### config.mk
export PLATFORM = sky130hd
export DESIGN_NAME = mdu_sequencer_flat
export DESIGN_NICKNAME = d
export VERILOG_FILES = /design/src/rtl/mdu_sequencer_pkg.sv /design/src/rtl/mdu_sequencer_if.sv /design/src/rtl/mdu_sequencer_iter_step.sv /design/src/rtl/mdu_sequencer.sv /design/src/flat_wrapper.sv
export SDC_FILE = /design/constraint.sdc
export NUM_CORES = 1
export LEC_CHECK = 0
export ABC_AREA = 1
export ABC_CLOCK_PERIOD_IN_PS = 8200
export CAP_MARGIN = 20
export CORE_UTILIZATION = 25
export DETAILED_ROUTE_END_ITERATION = 8
export PLACE_DENSITY = 0.37
export SYNTH_ARGS = -nofsm -noshare
export SYNTH_HDL_FRONTEND = slang
export SYNTH_HIERARCHICAL = 1
export SYNTH_SLANG_ARGS = --single-unit
### constraint.sdc
create_clock -name clk -period 8.2 [get_ports clk]
set_input_delay 0.82 -clock clk [delete_from_list [all_inputs] [get_ports clk]]
set_output_delay 0.82 -clock clk [all_outputs]
set_load 0.005 [all_outputs]
### src/rtl/mdu_sequencer_pkg.sv
// Shared encodings, FSM states and constants for the multiply/divide sequencer.
package mdu_pkg;

    localparam int WIDTH = 32;
    localparam int ITER  = 32;

    localparam logic [2:0] MDU_MULT  = 3'b000;
    localparam logic [2:0] MDU_MULTU = 3'b001;
    localparam logic [2:0] MDU_DIV   = 3'b010;
    localparam logic [2:0] MDU_DIVU  = 3'b011;
    localparam logic [2:0] MDU_MTHI  = 3'b100;
    localparam logic [2:0] MDU_MTLO  = 3'b101;

    localparam logic [31:0] DIV0_Q = 32'hFFFF_FFFF;

    typedef enum logic [1:0] {
        IDLE = 2'd0,
        CALC = 2'd1,
        WB   = 2'd2
    } mdu_state_e;

    // Magnitude of a 32-bit operand; 0x80000000 maps to itself as unsigned.
    function automatic logic [31:0] mag32(input logic [31:0] v, input logic is_signed);
        return (is_signed && v[31]) ? (~v + 32'd1) : v;
    endfunction

endpackage

### src/rtl/mdu_sequencer_if.sv
// EX-stage <-> MDU bundle. Commands are single-cycle strobes; while busy the MDU
// does not accept start/rd_req and raises stall until the instruction can be re-presented.
interface mdu_sequencer_if;
    import mdu_pkg::*;

    logic             start;
    logic [2:0]       op;
    logic [WIDTH-1:0] rs_value;
    logic [WIDTH-1:0] rt_value;
    logic             rd_req;
    logic             flush;
    logic [WIDTH-1:0] hi;
    logic [WIDTH-1:0] lo;
    logic             busy;
    logic             done;
    logic             stall;
    mdu_state_e       state;

    modport master (
        output start, op, rs_value, rt_value, rd_req, flush,
        input  hi, lo, busy, done, stall, state
    );

    modport slave (
        input  start, op, rs_value, rt_value, rd_req, flush,
        output hi, lo, busy, done, stall, state
    );

endinterface

### src/rtl/mdu_sequencer_iter_step.sv
// One iteration of the shared datapath: shift-add multiply or restoring divide.
module mdu_iter_step (
    input  logic [63:0] acc,
    input  logic [31:0] mag,
    input  logic        is_div,
    output logic [63:0] acc_next
);

    logic [32:0] sum;
    logic [32:0] upper;
    logic [31:0] diff;
    logic        fits;

    // Multiply keeps {partial, multiplier}; divide keeps {remainder, dividend/quotient}.
    always_comb begin
        sum      = {1'b0, acc[63:32]} + {1'b0, mag};
        upper    = acc[63:31];
        fits     = (upper >= {1'b0, mag});
        diff     = upper[31:0] - mag;
        acc_next = acc;
        if (is_div) begin
            if (fits) acc_next = {diff, acc[30:0], 1'b1};
            else      acc_next = {upper[31:0], acc[30:0], 1'b0};
        end else begin
            if (acc[0]) acc_next = {sum, acc[31:1]};
            else        acc_next = {1'b0, acc[63:1]};
        end
    end

endmodule

### src/rtl/mdu_sequencer.sv
// HI/LO owner: accepts MULT/DIV/MTHI/MTLO from EX, iterates 32 cycles, stalls the pipe while busy.
module mdu_sequencer
    import mdu_pkg::*;
(
    input logic          clk,
    input logic          rst,
    mdu_sequencer_if.slave bus
);

    mdu_state_e  state_q;
    logic [4:0]  count_q;
    logic [63:0] acc_q;
    logic [31:0] mag_q;
    logic        is_div_q;
    logic        neg_q;
    logic        rem_neg_q;
    logic        div0_q;
    logic [31:0] rs_q;
    logic [31:0] hi_q;
    logic [31:0] lo_q;
    logic        busy_q;
    logic        done_q;

    logic        accept;
    logic        is_md;
    logic        sgn;
    logic [31:0] a_mag;
    logic [31:0] b_mag;
    logic [63:0] acc_next;
    logic [63:0] prod;
    logic [31:0] q_fix;
    logic [31:0] r_fix;
    logic [31:0] res_hi;
    logic [31:0] res_lo;

    assign accept = bus.start & ~bus.flush & (state_q == IDLE);
    assign is_md  = ~bus.op[2];
    assign sgn    = (bus.op == MDU_MULT) | (bus.op == MDU_DIV);
    assign a_mag  = mag32(bus.rs_value, sgn);
    assign b_mag  = mag32(bus.rt_value, sgn);

    mdu_iter_step u_step (
        .acc      (acc_q),
        .mag      (mag_q),
        .is_div   (is_div_q),
        .acc_next (acc_next)
    );

    // Sign fix-up for the write-back cycle.
    always_comb begin
        prod   = neg_q ? (~acc_q + 64'd1) : acc_q;
        q_fix  = neg_q ? (~acc_q[31:0] + 32'd1) : acc_q[31:0];
        r_fix  = rem_neg_q ? (~acc_q[63:32] + 32'd1) : acc_q[63:32];
        res_hi = prod[63:32];
        res_lo = prod[31:0];
        if (is_div_q) begin
            res_hi = div0_q ? rs_q : r_fix;
            res_lo = div0_q ? DIV0_Q : q_fix;
        end
    end

    always_ff @(posedge clk or posedge rst) begin
        if (rst) begin
            state_q   <= IDLE;
            count_q   <= 5'd0;
            acc_q     <= 64'd0;
            mag_q     <= 32'd0;
            is_div_q  <= 1'b0;
            neg_q     <= 1'b0;
            rem_neg_q <= 1'b0;
            div0_q    <= 1'b0;
            rs_q      <= 32'd0;
            hi_q      <= 32'd0;
            lo_q      <= 32'd0;
            busy_q    <= 1'b0;
            done_q    <= 1'b0;
        end else begin
            done_q <= 1'b0;
            case (state_q)
                IDLE: begin
                    if (accept && is_md) begin
                        state_q   <= CALC;
                        busy_q    <= 1'b1;
                        count_q   <= 5'(ITER - 1);
                        is_div_q  <= bus.op[1];
                        neg_q     <= sgn & (bus.rs_value[31] ^ bus.rt_value[31]);
                        rem_neg_q <= sgn & bus.rs_value[31];
                        div0_q    <= bus.op[1] & (bus.rt_value == 32'd0);
                        rs_q      <= bus.rs_value;
                        mag_q     <= bus.op[1] ? b_mag : a_mag;
                        acc_q     <= bus.op[1] ? {32'd0, a_mag} : {32'd0, b_mag};
                    end else if (accept && bus.op == MDU_MTHI) begin
                        hi_q <= bus.rs_value;
                    end else if (accept && bus.op == MDU_MTLO) begin
                        lo_q <= bus.rs_value;
                    end
                end
                CALC: begin
                    if (bus.flush) begin
                        state_q <= IDLE;
                        busy_q  <= 1'b0;
                    end else begin
                        acc_q <= acc_next;
                        if (count_q == 5'd0) begin
                            state_q <= WB;
                            done_q  <= 1'b1;
                        end else begin
                            count_q <= count_q - 5'd1;
                        end
                    end
                end
                WB: begin
                    state_q <= IDLE;
                    busy_q  <= 1'b0;
                    if (!bus.flush) begin
                        hi_q <= res_hi;
                        lo_q <= res_lo;
                    end
                end
                default: begin
                    state_q <= IDLE;
                    busy_q  <= 1'b0;
                end
            endcase
        end
    end

    assign bus.hi    = hi_q;
    assign bus.lo    = lo_q;
    assign bus.busy  = busy_q;
    // A flush landing in the WB cycle cancels the result, so the pulse is masked too.
    assign bus.done  = done_q & ~bus.flush;
    assign bus.stall = busy_q & (bus.start | bus.rd_req) & ~bus.flush;
    assign bus.state = state_q;

endmodule

### src/flat_wrapper.sv
// flat-port wrapper written by rule: the top's interface ports become plain ports
module mdu_sequencer_flat import mdu_pkg::*;
  (clk, rst, bus_start, bus_op, bus_rs_value, bus_rt_value, bus_rd_req, bus_flush, bus_hi, bus_lo, bus_busy, bus_done, bus_stall, bus_state);
  mdu_sequencer_if bus_i ();
  input logic clk;
  input logic rst;
  input wire logic [$bits(bus_i.start)-1:0] bus_start;
  input wire logic [$bits(bus_i.op)-1:0] bus_op;
  input wire logic [$bits(bus_i.rs_value)-1:0] bus_rs_value;
  input wire logic [$bits(bus_i.rt_value)-1:0] bus_rt_value;
  input wire logic [$bits(bus_i.rd_req)-1:0] bus_rd_req;
  input wire logic [$bits(bus_i.flush)-1:0] bus_flush;
  output wire logic [$bits(bus_i.hi)-1:0] bus_hi;
  output wire logic [$bits(bus_i.lo)-1:0] bus_lo;
  output wire logic [$bits(bus_i.busy)-1:0] bus_busy;
  output wire logic [$bits(bus_i.done)-1:0] bus_done;
  output wire logic [$bits(bus_i.stall)-1:0] bus_stall;
  output wire logic [$bits(bus_i.state)-1:0] bus_state;
  assign bus_i.start = bus_start;
  assign bus_i.op = bus_op;
  assign bus_i.rs_value = bus_rs_value;
  assign bus_i.rt_value = bus_rt_value;
  assign bus_i.rd_req = bus_rd_req;
  assign bus_i.flush = bus_flush;
  assign bus_hi = bus_i.hi;
  assign bus_lo = bus_i.lo;
  assign bus_busy = bus_i.busy;
  assign bus_done = bus_i.done;
  assign bus_stall = bus_i.stall;
  assign bus_state = bus_i.state;
  mdu_sequencer u_core (.clk(clk), .rst(rst), .bus(bus_i));
endmodule
==> flow_results.xml <==
<?xml version="1.0" encoding="UTF-8"?>
<metrics>
  <group name="critical_path">
    <metric name="timing.critical_path.from_type" unit="">register</metric>
    <metric name="critical_path_peak_fanout" unit="">33</metric>
    <metric name="worst-endpoint-arrival" unit="ps">4310</metric>
    <metric name="critical-path-slowest-cell" unit="">sky130_fd_sc_hd__nand2_2</metric>
    <metric name="timing.setup.critical_path_class" unit="">register to register</metric>
    <metric name="worst-path-buf-inv" unit="">1</metric>
    <metric name="critical-path-top-cell-by-count" unit="">sky130_fd_sc_hd__nand2_1</metric>
    <metric name="critPathRequiredTime" unit="ps">8610</metric>
    <metric name="cp_peak_stage_delay" unit="ps">630</metric>
    <metric name="critical_path.endpoint_type" unit="">register</metric>
    <metric name="timing.critical_path.max_delay_family" unit="">simple AND/OR/NAND/NOR gates</metric>
    <metric name="path_cells" unit="">ha_1 &gt; nand2_1 &gt; inv_1 &gt; nand2_1 &gt; nand2_1 &gt; nand3b_4 &gt; nand2_1 &gt; nand2_2 &gt; nand2_2 &gt; nand2_4 &gt; nand2_1 &gt; nand2_1 &gt; nand2_1 &gt; nand2_1 &gt; nand3_1 &gt; o21ai_0</metric>
  </group>
  <group name="clocking">
    <metric name="cts_resized" unit="">0</metric>
    <metric name="worst_skew_pair.late_latency" unit="ps">620</metric>
    <metric name="cts.htree.levels" unit="">1</metric>
    <metric name="cts_tree" unit="">done</metric>
    <metric name="clock_sink_count" unit="">205</metric>
    <metric name="post-cts-setup-buffer-count" unit="">0</metric>
    <metric name="clock_buffer_count_from_cts" unit="">28</metric>
    <metric name="clock_tree.buffer_depth" unit="">3</metric>
    <metric name="clk_pin_slew" unit="ps">60</metric>
    <metric name="ctsHoldBuffers" unit="">0</metric>
    <metric name="cts.root.buffer_cell" unit="">sky130_fd_sc_hd__clkbuf_16</metric>
  </group>
  <group name="logic_synthesis">
    <metric name="synthTopCellsByArea" unit="">sky130_fd_sc_hd__dfrtp_1, sky130_fd_sc_hd__nand2_1, sky130_fd_sc_hd__nand3_1, sky130_fd_sc_hd__nor2_1, sky130_fd_sc_hd__inv_1</metric>
    <metric name="avgSynthCellArea" unit="um2">5.80</metric>
    <metric name="synth_edf_count" unit="">0</metric>
    <metric name="cell_area_after_technology_mapping" unit="um2">20800</metric>
    <metric name="synth.lib_cells_used.distinct" unit="">53</metric>
    <metric name="synthFlopType" unit="">sky130_fd_sc_hd__dfrtp_1</metric>
    <metric name="yosysWarningCount" unit="">6</metric>
    <metric name="postSynthRegisterBits" unit="">205</metric>
    <metric name="synth_top_area_cell" unit="">sky130_fd_sc_hd__dfrtp_1</metric>
    <metric name="netlist_instances" unit="">3589</metric>
    <metric name="synth_async_sr_flop_share" unit="">1.00</metric>
    <metric name="synthesis.nets" unit="">3733</metric>
    <metric name="ys_seq_area_frac" unit="">0.246</metric>
    <metric name="synth_top_area_share" unit="">0.246</metric>
  </group>
  <group name="routing">
    <metric name="per_cell_via_count_in_the_routed_design" unit="">5.01</metric>
    <metric name="drt_first_pass_iters" unit="">6</metric>
    <metric name="via_count" unit="">23800</metric>
    <metric name="wl_per_cell" unit="um">23.0</metric>
    <metric name="post-route-drc-count" unit="">0</metric>
    <metric name="detail_route.iter0.violations" unit="">2157</metric>
    <metric name="antenna_left" unit="">0</metric>
    <metric name="postRouteWirelength" unit="mm">109</metric>
  </group>
  <group name="sta">
    <metric name="max-slew-margin-rel" unit="">0.285</metric>
    <metric name="timing.final.setup_violations" unit="">0</metric>
    <metric name="timing.final.max_slew_violations" unit="">0</metric>
    <metric name="fin_worst_hold_slack" unit="ps">486</metric>
    <metric name="fmax" unit="MHz">256</metric>
    <metric name="grt_setup_unrepaired" unit="">false</metric>
    <metric name="clock_skew" unit="ps">49.0</metric>
    <metric name="report.final.hold_viol_count" unit="">0</metric>
    <metric name="post_route_setup_slack" unit="ps">4300</metric>
    <metric name="layout_worst_path_cycle_share" unit="">0.476</metric>
    <metric name="finalSetupTns" unit="ps">0</metric>
    <metric name="fin_crit" unit="ps">3900</metric>
    <metric name="slew_at_the_pin_closest_to_its_max_slew_limit" unit="ps">1070</metric>
  </group>
  <group name="floorplanning">
    <metric name="floorplan.io_pins" unit="">141</metric>
    <metric name="die_w" unit="um">291</metric>
    <metric name="core-area" unit="um2">82200</metric>
    <metric name="rows" unit="">105</metric>
    <metric name="initial_core_util" unit="">0.253</metric>
    <metric name="die-height" unit="um">291</metric>
    <metric name="die-area" unit="um2">84500</metric>
  </group>
  <group name="power">
    <metric name="max-vdd-ir-drop" unit="mV">0.179</metric>
    <metric name="totalPowerFinal" unit="uW">6740</metric>
    <metric name="p_leak" unit="uW">0.0120</metric>
    <metric name="power_density" unit="nW/um2">279</metric>
  </group>
  <group name="grt">
    <metric name="grt_first_pass_wirelength" unit="mm">159</metric>
    <metric name="grt_pass1_vias" unit="">23000</metric>
    <metric name="initial_antenna_violation_count" unit="">0</metric>
    <metric name="grt_max_degree" unit="">91</metric>
    <metric name="global_route.overflow_total" unit="">0</metric>
    <metric name="global_route.usage.total" unit="">0.253</metric>
  </group>
  <group name="cells_and_area">
    <metric name="filler_cell_count" unit="">9476</metric>
    <metric name="share_of_layout_cells_above_drive_strength_1" unit="">0.0420</metric>
    <metric name="final_nets" unit="">3793</metric>
    <metric name="layout.cells.non_filler" unit="">4741</metric>
    <metric name="areaGrowthSynthToFinish" unit="%">15.8</metric>
  </group>
  <group name="run">
    <metric name="max_capacitance_violation_count" unit="">0</metric>
  </group>
  <group name="place">
    <metric name="dpl_worst_slack" unit="ps">4200</metric>
    <metric name="dp_hpwl" unit="mm">88.2</metric>
    <metric name="place.gp.congestion" unit="">0.941</metric>
    <metric name="io_buffers" unit="">140</metric>
    <metric name="post-place-cells" unit="">4689</metric>
  </group>
  <group name="outcome">
    <metric name="outcome" unit="">completed</metric>
  </group>
  <group name="worst_hold_path">
    <metric name="worst_hold_path_class" unit="">register to register</metric>
  </group>
</metrics>
## worst register-to-register path: stages, from the launching register on
cell and delay, ps:
sky130_fd_sc_hd__dfrtp_1 600, sky130_fd_sc_hd__ha_1 360, sky130_fd_sc_hd__nand2_1 150, sky130_fd_sc_hd__inv_1 70
sky130_fd_sc_hd__nand2_1 60, sky130_fd_sc_hd__nand2_1 70, sky130_fd_sc_hd__nand3b_4 190, sky130_fd_sc_hd__nand2_1 120
sky130_fd_sc_hd__nand2_2 70, sky130_fd_sc_hd__nand2_2 630, sky130_fd_sc_hd__nand2_4 470, sky130_fd_sc_hd__nand2_1 490
sky130_fd_sc_hd__nand2_1 100, sky130_fd_sc_hd__nand2_1 80, sky130_fd_sc_hd__nand2_1 50, sky130_fd_sc_hd__nand3_1 90
sky130_fd_sc_hd__o21ai_0 90
## state kept, by name, indices dropped and copies added (netlist names)
register / cells
u_core/mag_q: 32
u_core/bus.busy: 1
u_core/acc_q: 64
u_core/is_div_q: 1
u_core/neg_q: 1
u_core/done_q: 1
u_core/count_q: 5
u_core/rs_q: 32
u_core/bus.lo: 32
u_core/bus.state: 2
u_core/bus.hi: 32
u_core/div0_q: 1
u_core/rem_neg_q: 1
## cell usage after synthesis, types with 2 or more instances
library cell	n
sky130_fd_sc_hd__dfrtp_1	205
sky130_fd_sc_hd__a22oi_1	12
sky130_fd_sc_hd__o221ai_1	5
sky130_fd_sc_hd__o31ai_1	5
sky130_fd_sc_hd__nor2_2	15
sky130_fd_sc_hd__nor2_4	5
sky130_fd_sc_hd__o21ai_4	3
sky130_fd_sc_hd__o21ai_0	234
sky130_fd_sc_hd__xnor2_1	17
sky130_fd_sc_hd__o21bai_1	8
sky130_fd_sc_hd__or2_2	10
sky130_fd_sc_hd__nor2_8	3
sky130_fd_sc_hd__o21ai_1	16
sky130_fd_sc_hd__a21o_1	5
sky130_fd_sc_hd__nor3_2	2
sky130_fd_sc_hd__o21ai_2	6
sky130_fd_sc_hd__nand3_1	379
sky130_fd_sc_hd__a21oi_1	210
sky130_fd_sc_hd__clkinv_1	4
sky130_fd_sc_hd__nand2_1	1147
sky130_fd_sc_hd__fa_1	2
sky130_fd_sc_hd__nand4_1	33
sky130_fd_sc_hd__nor2_1	451
sky130_fd_sc_hd__inv_1	429
sky130_fd_sc_hd__nand3b_1	11
sky130_fd_sc_hd__o211ai_1	20
sky130_fd_sc_hd__inv_2	19
sky130_fd_sc_hd__a31oi_1	7
sky130_fd_sc_hd__buf_6	7
sky130_fd_sc_hd__nand2_2	11
sky130_fd_sc_hd__clkbuf_1	67
sky130_fd_sc_hd__nor4_1	3
sky130_fd_sc_hd__buf_2	34
sky130_fd_sc_hd__xor2_1	53
sky130_fd_sc_hd__nor3_1	22
sky130_fd_sc_hd__buf_1	13
sky130_fd_sc_hd__ha_1	70
sky130_fd_sc_hd__buf_4	10
sky130_fd_sc_hd__and2_1	7
sky130_fd_sc_hd__nand3_2	4
sky130_fd_sc_hd__o21a_1	13
## routing by layer
| metal | vias up | global-route usage | part of all wire |
|---|---|---|---|
| li1 | 11600 | - | - |
| met1 | 11400 | 0.347 | 0.46 |
| met2 | 664 | 0.425 | 0.47 |
| met3 | 96 | 0.0210 | 0.044 |
| met4 | 0 | 0.0666 | 0.028 |
| met5 | - | 0 | 0 |
## power by group
group          switching [uW]  internal [uW]
combinational            2460           1220
sequential                423           1270
clock                     549            821
## cells in the final DEF, fill, tap and decap left out, types with 53 or more instances in the layout
cell | Yosys | final
sky130_fd_sc_hd__xor2_1 | 53 | 53
sky130_fd_sc_hd__dfrtp_1 | 205 | 203
sky130_fd_sc_hd__ha_1 | 70 | 70
sky130_fd_sc_hd__nand2_1 | 1147 | 1147
sky130_fd_sc_hd__nor2_1 | 451 | 451
sky130_fd_sc_hd__inv_1 | 429 | 428
sky130_fd_sc_hd__a21oi_1 | 210 | 210
sky130_fd_sc_hd__clkdlybuf4s50_1 | 0 | 140
sky130_fd_sc_hd__nand3_1 | 379 | 379
sky130_fd_sc_hd__o21ai_0 | 234 | 234
## path summary, 6_finish.rpt
path                                         startpoint                           end  slack (ps)  depth (start not counted)
setup / recovery           u_core/acc_q[38]$_DFFE_PP0P_  u_core/acc_q[63]$_DFFE_PP0P_        4300                         16
hold / removal               u_core/rs_q[9]$_DFFE_PP0N_    u_core/rs_q[9]$_DFFE_PP0N_         490                          2
setup reg to reg           u_core/acc_q[38]$_DFFE_PP0P_  u_core/acc_q[63]$_DFFE_PP0P_        4300                         16
hold reg to reg              u_core/rs_q[9]$_DFFE_PP0N_    u_core/rs_q[9]$_DFFE_PP0N_         490                          2
max in group asynchronous                           rst  u_core/acc_q[46]$_DFFE_PP0P_        6020                          3
min in group asynchronous                           rst  u_core/bus.lo[1]$_DFFE_PP0P_         720                          2
## kinds of logic after synthesis
kind of cell | synth area share
buf+inv | 0.112
flops | 0.246
xor+xnor | 0.0294
simple gates | 0.423
fa+ha+maj | 0.0440
compound gates | 0.145
## stage by stage
step                      utilization  instance area (um2)
after floorplan                     -                20800
after global placement          0.281                23100
after detailed placement        0.281                23100
after CTS                       0.293                24100
after global routing            0.293                24100
final                           0.293                24100
## cell type report
cell class                 instances  area (um2)  share of cell area
antenna                            1        2.50            0.000104
clock buffer                      37         774              0.0321
clock inverter                    14         225             0.00934
inverter                         453        1710              0.0710
multi-input combinational       2800       13400               0.555
sequential                       205        5130               0.213
tap                             1070        1340              0.0555
timing repair buffer             161        1560              0.0646
(Power assumes the default switching activity.)
